`src/rtl/alu_pkg.sv`:
```
// rtl/alu_pkg.sv - shared types and constants for the ALU command sequencer
// Contents: FSM state type, ALU flag bit indices, operand/opcode widths,
// packed command entry width {fun, b, a}.
package alu_pkg;

    localparam int FUN_W  = 4;
    localparam int DATA_W = 16;

    // Bit positions inside the 5-bit ALU flag vector
    localparam int CARRY = 0;
    localparam int ARITH = 1;
    localparam int LOGIC = 2;
    localparam int CMP   = 3;
    localparam int SHIFT = 4;
    localparam int FLAG_W = SHIFT + 1;

    localparam int ENTRY_W = FUN_W + 2 * DATA_W;

    typedef enum logic [1:0] {
        ST_IDLE = 2'd0,
        ST_WAIT = 2'd1,
        ST_HOLD = 2'd2
    } state_t;

endpackage

```
`src/rtl/alu_cmd_fifo.sv`:
```
// rtl/alu_cmd_fifo.sv - command FIFO holding {fun, b, a} entries
// Ports: CLK, RST (sync, active-high), push/wdata (write side),
// pop/rdata (read side, rdata shows the head), full, empty.
// A push while full and a pop while empty are ignored; a push and pop on
// the same edge leave the occupancy unchanged.
module alu_cmd_fifo
    import alu_pkg::*;
#(
    parameter int DEPTH = 4
) (
    input  logic               CLK,
    input  logic               RST,
    input  logic               push,
    input  logic [ENTRY_W-1:0] wdata,
    input  logic               pop,
    output logic [ENTRY_W-1:0] rdata,
    output logic               full,
    output logic               empty
);

    localparam int AW = $clog2(DEPTH);

    logic [ENTRY_W-1:0] mem_q [DEPTH];
    logic [AW-1:0]      wr_ptr_q;
    logic [AW-1:0]      rd_ptr_q;
    logic [AW:0]        count_q;
    logic               do_push;
    logic               do_pop;

    assign full    = (count_q == (AW+1)'(DEPTH));
    assign empty   = (count_q == '0);
    assign do_push = push && !full;
    assign do_pop  = pop && !empty;
    assign rdata   = mem_q[rd_ptr_q];

    // Pointers are AW bits wide, so DEPTH being a power of two makes them
    // wrap modulo DEPTH for free.
    always_ff @(posedge CLK) begin
        if (RST) begin
            wr_ptr_q <= '0;
            rd_ptr_q <= '0;
            count_q  <= '0;
        end else begin
            if (do_push) wr_ptr_q <= wr_ptr_q + AW'(1);
            if (do_pop)  rd_ptr_q <= rd_ptr_q + AW'(1);
            if (do_push && !do_pop)      count_q <= count_q + (AW+1)'(1);
            else if (do_pop && !do_push) count_q <= count_q - (AW+1)'(1);
        end
    end

    // Storage needs no reset: the pointers define which entries are live.
    always_ff @(posedge CLK) begin
        if (do_push) mem_q[wr_ptr_q] <= wdata;
    end

endmodule

```
`src/rtl/alu_cmd_seq.sv`:
```
// rtl/alu_cmd_seq.sv - sequences queued commands through an external ALU_16B
// Ports: CLK, RST (sync, active-high); cmd_valid/cmd_ready/cmd_a/cmd_b/cmd_fun
// command input; alu_a/alu_b/alu_fun registered drive to the ALU, alu_out/
// alu_flags its result; rsp_valid/rsp_ready/rsp_data/rsp_flags/rsp_fun result.
// Macro ALU_CMD_SEQ_STATS_EN adds op_count (handshakes, wrapping) and
// busy_cycles (non-IDLE cycles, saturating).
module alu_cmd_seq
    import alu_pkg::*;
#(
    parameter int DEPTH   = 4,
    parameter int ALU_LAT = 1
) (
    input  logic        CLK,
    input  logic        RST,
    input  logic        cmd_valid,
    output logic        cmd_ready,
    input  logic [15:0] cmd_a,
    input  logic [15:0] cmd_b,
    input  logic [3:0]  cmd_fun,
    output logic [15:0] alu_a,
    output logic [15:0] alu_b,
    output logic [3:0]  alu_fun,
    input  logic [15:0] alu_out,
    input  logic [4:0]  alu_flags,
    output logic        rsp_valid,
    input  logic        rsp_ready,
    output logic [15:0] rsp_data,
    output logic [4:0]  rsp_flags,
    output logic [3:0]  rsp_fun
`ifdef ALU_CMD_SEQ_STATS_EN
    ,
    output logic [15:0] op_count,
    output logic [15:0] busy_cycles
`endif
);

    localparam int CNT_W = 3;

    state_t              state_q, state_d;
    logic [CNT_W-1:0]    cnt_q, cnt_d;
    logic [DATA_W-1:0]   alu_a_q, alu_a_d, alu_b_q, alu_b_d;
    logic [FUN_W-1:0]    alu_fun_q, alu_fun_d;
    logic                rsp_valid_q, rsp_valid_d;
    logic [DATA_W-1:0]   rsp_data_q, rsp_data_d;
    logic [FLAG_W-1:0]   rsp_flags_q, rsp_flags_d;
    logic [FUN_W-1:0]    rsp_fun_q, rsp_fun_d;

    logic [ENTRY_W-1:0]  fifo_rdata;
    logic                fifo_full, fifo_empty, fifo_push, fifo_pop;

    // cmd_ready depends only on the registered occupancy.
    assign cmd_ready = !fifo_full;
    assign fifo_push = cmd_valid && !fifo_full;

    alu_cmd_fifo #(.DEPTH(DEPTH)) u_fifo (
        .CLK   (CLK),
        .RST   (RST),
        .push  (fifo_push),
        .wdata ({cmd_fun, cmd_b, cmd_a}),
        .pop   (fifo_pop),
        .rdata (fifo_rdata),
        .full  (fifo_full),
        .empty (fifo_empty)
    );

    always_comb begin
        state_d     = state_q;
        cnt_d       = cnt_q;
        alu_a_d     = alu_a_q;
        alu_b_d     = alu_b_q;
        alu_fun_d   = alu_fun_q;
        rsp_valid_d = rsp_valid_q;
        rsp_data_d  = rsp_data_q;
        rsp_flags_d = rsp_flags_q;
        rsp_fun_d   = rsp_fun_q;
        fifo_pop    = 1'b0;
        case (state_q)
            ST_IDLE: begin
                if (!fifo_empty) begin
                    alu_a_d   = fifo_rdata[DATA_W-1:0];
                    alu_b_d   = fifo_rdata[2*DATA_W-1:DATA_W];
                    alu_fun_d = fifo_rdata[ENTRY_W-1:2*DATA_W];
                    fifo_pop  = 1'b1;
                    cnt_d     = CNT_W'(ALU_LAT);
                    state_d   = ST_WAIT;
                end
            end
            ST_WAIT: begin
                // ALU_LAT edges of countdown give the ALU its full latency
                // after the operands were registered; the result is taken on
                // the edge that sees zero.
                if (cnt_q == '0) begin
                    rsp_data_d  = alu_out;
                    rsp_flags_d = alu_flags;
                    rsp_fun_d   = alu_fun_q;
                    rsp_valid_d = 1'b1;
                    state_d     = ST_HOLD;
                end else begin
                    cnt_d = cnt_q - CNT_W'(1);
                end
            end
            ST_HOLD: begin
                if (rsp_ready) begin
                    rsp_valid_d = 1'b0;
                    state_d     = ST_IDLE;
                end
            end
            default: state_d = ST_IDLE;
        endcase
    end

    always_ff @(posedge CLK) begin
        if (RST) begin
            state_q     <= ST_IDLE;
            cnt_q       <= '0;
            alu_a_q     <= '0;
            alu_b_q     <= '0;
            alu_fun_q   <= '0;
            rsp_valid_q <= 1'b0;
            rsp_data_q  <= '0;
            rsp_flags_q <= '0;
            rsp_fun_q   <= '0;
        end else begin
            state_q     <= state_d;
            cnt_q       <= cnt_d;
            alu_a_q     <= alu_a_d;
            alu_b_q     <= alu_b_d;
            alu_fun_q   <= alu_fun_d;
            rsp_valid_q <= rsp_valid_d;
            rsp_data_q  <= rsp_data_d;
            rsp_flags_q <= rsp_flags_d;
            rsp_fun_q   <= rsp_fun_d;
        end
    end

    assign alu_a     = alu_a_q;
    assign alu_b     = alu_b_q;
    assign alu_fun   = alu_fun_q;
    assign rsp_valid = rsp_valid_q;
    assign rsp_data  = rsp_data_q;
    assign rsp_flags = rsp_flags_q;
    assign rsp_fun   = rsp_fun_q;

`ifdef ALU_CMD_SEQ_STATS_EN
    logic [15:0] op_count_q;
    logic [15:0] busy_cycles_q;

    always_ff @(posedge CLK) begin
        if (RST) begin
            op_count_q    <= '0;
            busy_cycles_q <= '0;
        end else begin
            if (rsp_valid_q && rsp_ready) op_count_q <= op_count_q + 16'd1;
            if (state_q != ST_IDLE && busy_cycles_q != 16'hFFFF)
                busy_cycles_q <= busy_cycles_q + 16'd1;
        end
    end

    assign op_count    = op_count_q;
    assign busy_cycles = busy_cycles_q;
`endif

endmodule

```
`config.mk`:
```
export PLATFORM = sky130hd
export DESIGN_NAME = alu_cmd_seq
export DESIGN_NICKNAME = d
export VERILOG_FILES = /design/src/rtl/alu_pkg.sv /design/src/rtl/alu_cmd_fifo.sv /design/src/rtl/alu_cmd_seq.sv
export SDC_FILE = /design/constraint.sdc
export NUM_CORES = 1
export LEC_CHECK = 0
export BUFFER_PORTS_ARGS = -buffer_cell sky130_fd_sc_hd__buf_2
export CORE_ASPECT_RATIO = 1.1
export CORE_MARGIN = 4
export CORE_UTILIZATION = 45
export DETAILED_ROUTE_END_ITERATION = 16
export GPL_TIMING_DRIVEN = 0
export PLACE_DENSITY = 0.66
export REMOVE_ABC_BUFFERS = 1
export SYNTH_ARGS = -nofsm -noshare
export SYNTH_HDL_FRONTEND = slang
export SYNTH_SLANG_ARGS = --single-unit
```
`constraint.sdc`:
```
create_clock -name CLK -period 2.5 [get_ports CLK]
set_clock_uncertainty 0.15 [all_clocks]
set_input_delay 0.125 -clock CLK [delete_from_list [all_inputs] [get_ports CLK]]
set_output_delay 0.125 -clock CLK [all_outputs]
set_load 0.02 [all_outputs]
```
### Word-level counts from Yosys, hierarchy flattened

Memory sizes are Yosys's and may differ from the RTL's. A register that Yosys moved wholly into a read port is not among the register bits.
Cells that the tools add are included.

* RAM bits: 144
* memories kept: 1
* bits in read-only memories: 0
* register bits after elaboration: 38
* latch bits: 0

* order comparisons: 0
* divide/modulo/power cells: 0
* multiply operators: 0
* reduce and logical (&&, ||, !) cells: 20
* $add $sub $neg: 5
* equality and inequality tests: 7
* shift operators: 0
* bitwise operators: 1
* muxes and demuxes: 16

Memories
* u_fifo.mem_q: words 4, bits a word 36, rd ports 1, clocked after memory_dff 1, write ports 1, line alu_cmd_fifo.sv:23 `logic [ENTRY_W-1:0] mem_q [DEPTH];`

Operators by type and width (number)
* two-way mux 3 bit: 4
* AND reduction 3 bit: 3
* != test 2 bit, second input constant: 4
* logical NOT 3 bit: 2
* two-way mux 1 bit: 6
* two-way mux 2 bit: 3
* one-hot mux 2 bit (3 select lines): 1
* one-hot mux 3 bit (2 select lines): 1
* nonzero test 2 bit: 3
* subtractor 3 x 1 -> 3 bit, second input constant: 2
* logical AND 1 bit: 5
* adder 2 x 1 -> 2 bit, second input constant: 2
* logical NOT 1 bit: 4
* AND reduction 2 bit: 2
* adder 3 x 1 -> 3 bit, second input constant: 1
* equality test 3 bit, second input constant: 1
* equality test 2 x 1 -> 1 bit, second input constant: 1
* equality test 2 bit, second input constant: 1
* logical NOT 2 bit: 1
* one-hot mux 1 bit (2 select lines): 1
* NOT 1 bit: 1

### Logic depth before layout (Yosys ltp)

Gate-level depths: netlist of the first run.

* word-level depth: 8
* gate-level depth with buffers: 8
* gate-level depth less buffers: 8

### By module

A second synthesis of the first run with hierarchy kept.

* cells, all modules: 539
* area, all modules: 8296.7 um^2

Modules (own cells, without submodules)
* alu_cmd_fifo: cells an instance 236, times used 1, area each 5696.7 um^2
* alu_cmd_seq: cells an instance 303, times used 1, area each 2600.0 um^2

### Worst setup path before layout of the first run

No wires, ideal clock.

* path type: register to register
* start point: reg u_fifo.count_q[0]
* end point: reg u_fifo.count_q[2]
* path slack: 0.225 ns
* period minus slack after synthesis: 2.275 ns
* cell stages (with the launch flop): 9
* setup time: 0.071 ns
* buffers on the path: 0
* arrival: 2.055 ns
* data required time: 2.279 ns
* cell sequence: dfxtp_1 > or3_4 > nand2_1 > ha_1 > inv_1 > fa_1 > xor2_1 > or3_1 > a21oi_1

* word-level cells in the longest chain between the ends: 7

Ends and longest elaborated chain
* start, declared: line alu_cmd_fifo.sv:26 `logic [AW:0] count_q;`
* start signal, assigned: line alu_cmd_fifo.sv:46 `if (do_push && !do_pop) count_q <= count_q + (AW+1)'(1);`
* start signal, assigned: line alu_cmd_fifo.sv:47 `else if (do_pop && !do_push) count_q <= count_q - (AW+1)'(1);`
* logical NOT 3 bit / equality test 3 bit (equally long branches): line alu_cmd_fifo.sv:31, alu_cmd_fifo.sv:30
* two-way mux 1 bit / logical NOT 1 bit (equally long branches): line alu_cmd_seq.sv:79, alu_cmd_fifo.sv:32, alu_cmd_seq.sv:53
* two-way mux 1 bit / logical AND 1 bit (equally long branches): line alu_cmd_seq.sv:77, alu_cmd_seq.sv:53
* logical AND 1 bit, on equally long branches: line alu_cmd_fifo.sv:33, alu_cmd_fifo.sv:32
* logical NOT 1 bit, on equally long branches: line alu_cmd_fifo.sv:46, alu_cmd_fifo.sv:47
* logical AND 1 bit, on equally long branches: line alu_cmd_fifo.sv:46, alu_cmd_fifo.sv:47
* two-way mux 3 bit / nonzero test 2 bit (equally long branches)

Several ways; a longest one is shown, not always the timed one. The select of a mux whose other input is x is not followed.
A chain may end at the register's enable or synchronous reset.

### Final worst setup path of the first run

Same ends and word-level chain as after synthesis.

==> results of run 1 <==
layout by cell type (no fill, tap or decap), drive strengths merged, types with 7 or more instances in the layout:
cell	n
edfxtp	144
a21oi	33
nand2	52
dlygate4sd3	59
clkbuf	35
dfxtp	74
ha	7
nor2	8
a22o	36
mux4	36
buf	130
inv	7
what timing repair did:
item,4_1_cts,5_1_grt
pin swaps,0,0
hold buffers,59,0
endpoints found under the hold margin,170,0
gates resized for setup,1,4
setup endpoints to repair,1,1
synthesized netlist by cell type:
cell	n
and3_1	4
buf_6	6
mux2_2	1
nand3b_1	2
nand2b_1	2
nand4bb_1	1
a31o_2	1
nor2_1	8
a21oi_4	1
xor2_1	2
or2_1	1
clkbuf_1	4
dfxtp_1	74
fa_1	1
mux2i_1	1
a21oi_1	32
and4bb_2	1
buf_1	2
or3_4	1
mux4_2	36
o211ai_1	1
and2b_2	1
a22o_1	36
or3_1	4
a211oi_1	1
o21ai_0	4
a31oi_1	1
inv_1	7
o221ai_1	1
nand3_1	3
nor3_4	1
nor3b_1	2
nor3_2	1
nand2_1	52
ha_1	7
buf_2	6
edfxtp_1	144
nor2b_1	2
buf_4	7
critical path: stages (launching register included):
cell	delay, ns
dfxtp_2	0.35
or3_4	0.42
nand2_2	0.12
ha_2	0.20
inv_1	0.05
fa_1	0.37
xor2_1	0.18
or3_1	0.34
a21oi_2	0.15
layout make-up:
cell class,instances,area (um2),area share [%]
clock buffer,35,641,6.36
clock inverter,3,13.8,0.137
inverter,7,26.3,0.261
multi-input combinational,212,1940,19.3
sequential,218,5810,57.7
tap,234,293,2.91
timing repair buffer,189,1350,13.4
cell families (layout without fill, tap and decap cells):
kind of cell	count (synthesis)	after routing	synth area share, %
simple gates	86	86	5.31
fa+ha+maj	8	8	1.36
flops	218	218	73.2
buf+inv	32	234	2.51
mux	38	38	10.5
xor+xnor	2	2	0.221
compound gates	78	78	6.94
worst paths after layout:
check                                  startpoint                 to  slack (ns)  cells after the start
worst max-delay path            u_fifo.count_q[0]  u_fifo.count_q[2]        0.09                      8
worst min-delay path                          RST  u_fifo.count_q[0]        0.08                      2
worst max register to register  u_fifo.count_q[0]  u_fifo.count_q[2]        0.09                      8
worst min register to register         rsp_fun[3]         rsp_fun[3]        0.30                      2
stage by stage:
stage	hold WS (ns)	power [mW]
2_1_floorplan	0.0441	6.83
3_3_place_gp	0.183	7.77
3_5_place_dp	0.189	7.94
4_1_cts	0.0493	11.0
5_1_grt	0.108	11.5
6_report	0.0751	10.9
metal layers:
| metal | wire, um | global-route usage (%) |
|---|---|---|
| met5 | 0 | 0 |
| met4 | 317 | 4.23 |
| met3 | 1130 | 4.45 |
| met2 | 7990 | 29.0 |
| met1 | 6460 | 19.4 |
flip-flops by register name (all words and copies together) (netlist names), 3 cells and up:
signal          cells
cnt_q               3
u_fifo.mem_q      144
alu_a              16
alu_fun             4
rsp_fun             4
rsp_flags           5
alu_b              16
u_fifo.count_q      3
rsp_data           16
power groups by stage:
stage	logic, mW	clock network, mW	registers [mW]
2_1_floorplan	1.41	0	5.43
3_3_place_gp	2.71	0	5.06
3_5_place_dp	2.91	0	5.03
4_1_cts	2.99	3.04	4.96
5_1_grt	3.21	3.19	5.05
6_report	2.96	2.95	4.95
==> flow_summary.toml, run 1 <==
[sta]
hold_viol_final = 0
max_freq_ghz = 0.415
setup_tns_ns = 0
fin_ws_ns = 0.0892
report.final.slew_viol_count = 0
slew_headroom_pct = 16.0
worst_slew_pin_slew_ns = 1.26
min_period_ns = 2.41
period_share_pct = 96.4
rsz0062_at_grt = "no"
setup_viol = 0

[grt]
grt_pass1_wl_um = 25400
grt_pass1_vias = 4934
grt_overflow_total = 0
grt_start_max_net_pins = 42
antenna_found_initial = 0
grt_usage_pct = 16.2

[layout]
drive_gt1_share_pct = 31.9
n_antenna_cell = 0
final_util_pct = 58.8
finalNetCount = 719
fin_area_mm2 = 0.0101
syn_to_final_growth_pct = 27.0
fill_cells = 1297
layoutNonFillerInstCount = 898

[power]
p_leak_nw = 3.72
combPwrFrac_pct = 27.3
clkPwrFrac_pct = 27.1
p_sw_mw = 3.32
switching_share_pct = 30.6
power_frac_seq_pct = 45.6
power_density_mw_per_mm2 = 1080
peakVddDrop_uv = 723
p_int_mw = 7.54

[floorplanning]
die_h_um = 147
start_util_pct = 46.3
fp.dieW_um = 135
core_area_mm2 = 0.0171
boundaryPins = 124
dieArea_mm2 = 0.0198
placementRows = 50

[yosys]
synth_top_cell_area_share_pct = 54.5
ys_types = 39
syn_avg_cell_area_um2 = 17.2
synthesis.area_mm2 = 0.00793
yosysSeqAreaShare_pct = 73.2
ys_seq_elements = 218
synth_top_cell_by_area = "edfxtp_1"
synth_warnings = 0
synth_area_leaders = "edfxtp_1, dfxtp_1, mux4_2, a22o_1, nand2_1"
synthCells = 462

[hold_path]
hold_path.class = "in -> reg"

[cts]
clock_latency_ns = 0.49
clk_pin_slew_ns = 0.06
cts_root_buf = "clkbuf_16"
htreeDepth = 1
clock_sinks = 218
numCtsBuffers = 22
tritoncts = "yes"
postCtsSetupRepairBufs = 0
clockBufferDepth = 3

[route]
drcViolationCount = 0
ant_nets = 0
drtIter0Drc = 205
routed_wl_um = 15900
dr.pass1.iters = 4
wl_per_cell_um = 17.7
dr_total_vias = 4602
vias_per_cell = 5.12

[run_status]
status = "finished, final reports clean"

[worst_setup_path]
worstPathRequired_ns = 2.76
arrival_ns = 2.67
startpoint_type = "flop"
path_class = "reg -> reg"
crit_fanout = 5
worst_setup_path_end_kind = "flop"

[placement]
dp_slack_ns = 0.0116
numPortBuffers = 123
dp.cells = 801
hpwl_um = 9550
dpl_cell_area_mm2 = 0.00882
gp_congestion = 0.695

[job]
maxCapViolCount = 0
(Power assumes the default switching activity.)
==> run 2, diff against run 1 <==
Settings changed: REMOVE_ABC_BUFFERS 1 to unset.
==> run 2 against run 1 <==
  * Die area unchanged
  * Worst hold slack improved by 0.14 ns
  * Setup slack got worse by 0.033 ns
  * Via count increased by 1.5%
  * Clock power increased by 3%
  * Design area increased by 1.3%
  * Maximum frequency decreased by 1.4%
  * Non-clock buffer count increased by 23
  * Largest cell class unchanged
  * Largest power group unchanged
  * Sequential power decreased by 3%
  * First-iteration DRC count decreased by 16%
  * Wire length increased by 2.4%
  * Utilization increased by 0.77 points
==> flow_summary.toml, run 2 (synthesis gave the netlist of run 1 again) <==
[run_status]
status = "finished, final reports clean"

[floorplanning]
fp.dieW_um = 135
core_area_mm2 = 0.0171
boundaryPins = 124
start_util_pct = 46.3
dieArea_mm2 = 0.0198
placementRows = 50
die_h_um = 147

[hold_path]
hold_path.class = "in -> reg"
min_path_cells = 2

[power]
power_density_mw_per_mm2 = 1080
p_leak_nw = 3.81
peakVddDrop_uv = 770

[layout]
layoutNonFillerInstCount = 925
n_antenna_cell = 0
fin_area_mm2 = 0.0102
final_util_pct = 59.6
fill_cells = 1359
final_common_cell = "edfxtp_1"
multi_input_area_mm2 = 0.00194
largest_reg_flops = 144
drive_gt1_share_pct = 33.1
finalNetCount = 743
registers.top_by_ff_count = "u_fifo.mem_q"
ff_latch_area_mm2 = 0.00581
syn_to_final_growth_pct = 28.7
layout_common_cells = "edfxtp_1, buf_2, dfxtp_1"

[grt]
grt_pass1_wl_um = 25800
grt_pass1_vias = 4987
grt_usage_pct = 16.5
antenna_found_initial = 0
grt_overflow_total = 0
grt_start_max_net_pins = 22

[route]
routed_wl_um = 16300
vias_per_cell = 5.05
wl_per_cell_um = 17.6
ant_nets = 0
dr.pass1.iters = 4
drcViolationCount = 0
dr_total_vias = 4671
drtIter0Drc = 173

[cts]
htreeDepth = 1
clk_pin_slew_ns = 0.06
postCtsSetupRepairBufs = 0
clockBufferDepth = 3
clock_latency_ns = 0.51
numCtsBuffers = 23
cts_root_buf = "clkbuf_16"
tritoncts = "yes"
clock_sinks = 218

[sta]
report.final.slew_viol_count = 0
setup_viol = 0
period_share_pct = 97.8
slew_headroom_pct = 64.3
hold_viol_final = 0
min_period_ns = 2.44
worst_slew_pin_slew_ns = 0.535
max_freq_ghz = 0.409
setup_tns_ns = 0
fin_ws_ns = 0.0558

[worst_setup_path]
arrival_ns = 2.72
worstPathRequired_ns = 2.77
startpoint_type = "flop"
crit_fanout = 5
worst_setup_path_end_kind = "flop"
path_class = "reg -> reg"
worstRegToRegCells = 8
reg2reg_setup_slack_ns = 0.06

[placement]
gp_congestion = 0.716
hpwl_um = 10500
dp_slack_ns = 0.0705
dp.cells = 823
numPortBuffers = 123
dpl_cell_area_mm2 = 0.00893

[job]
maxCapViolCount = 0

[yosys]
synth_nets = 531
## run 2: cell type report
| type | instances | area share [%] |
|---|---|---|
| sequential | 218 | 56.9 |
| tap | 234 | 2.87 |
| clock buffer | 30 | 5.99 |
| clock inverter | 12 | 0.637 |
| buffer | 25 | 1.69 |
| timing repair buffer | 187 | 12.7 |
| multi-input combinational | 212 | 19.0 |
| inverter | 7 | 0.257 |
## run 2: power by group
group,leakage (nW),internal (mW),switching (mW)
Sequential,1.93,4.49,0.331
Clock,0.328,1.73,1.31
Combinational,1.56,1.39,1.81
Total,3.81,7.61,3.45
## run 2: what timing repair did
action	CTS	global route
setup endpoints to repair	0	1
hold buffers	60	0
resized for setup	0	3
endpoints found under the hold margin	176	0
## run 2: path summary, 6_finish.rpt
path | startpoint | end
worst max register to register | u_fifo.count_q[0] | u_fifo.count_q[2]
worst min register to register | rsp_fun[1] | rsp_fun[1]
worst min-delay path | cmd_b[1] | u_fifo.mem_q[0][17]
worst max-delay path | u_fifo.count_q[0] | u_fifo.count_q[2]
## run 2: layer usage
| layer | GRT usage (%) | routed length [um] | share of wire (%) | vias up |
|---|---|---|---|---|
| li1 | - | - | - | 2216 |
| met1 | 20.1 | 6560 | 40 | 2287 |
| met2 | 29.7 | 8370 | 51 | 138 |
| met3 | 3.60 | 995 | 6.1 | 30 |
| met4 | 4.58 | 347 | 2.1 | 0 |
| met5 | 0 | 0 | 0 | - |
## run 2: through the flow
step           hold slack, ns  power, mW
3_5_place_dp            0.192       8.06
4_1_cts                 0.197       11.2
3_3_place_gp            0.184       7.92
5_1_grt                 0.206       11.7
6_report                0.212       11.1
2_1_floorplan          0.0739       7.02
## run 2: worst max-delay path, stage by stage, from the launching register on
cell and delay (ns):
dfxtp_2 0.36, or3_4 0.42, nand2_1 0.14, ha_2 0.21, inv_1 0.05, fa_1 0.37, xor2_1 0.18, or3_1 0.32
a21oi_1 0.17
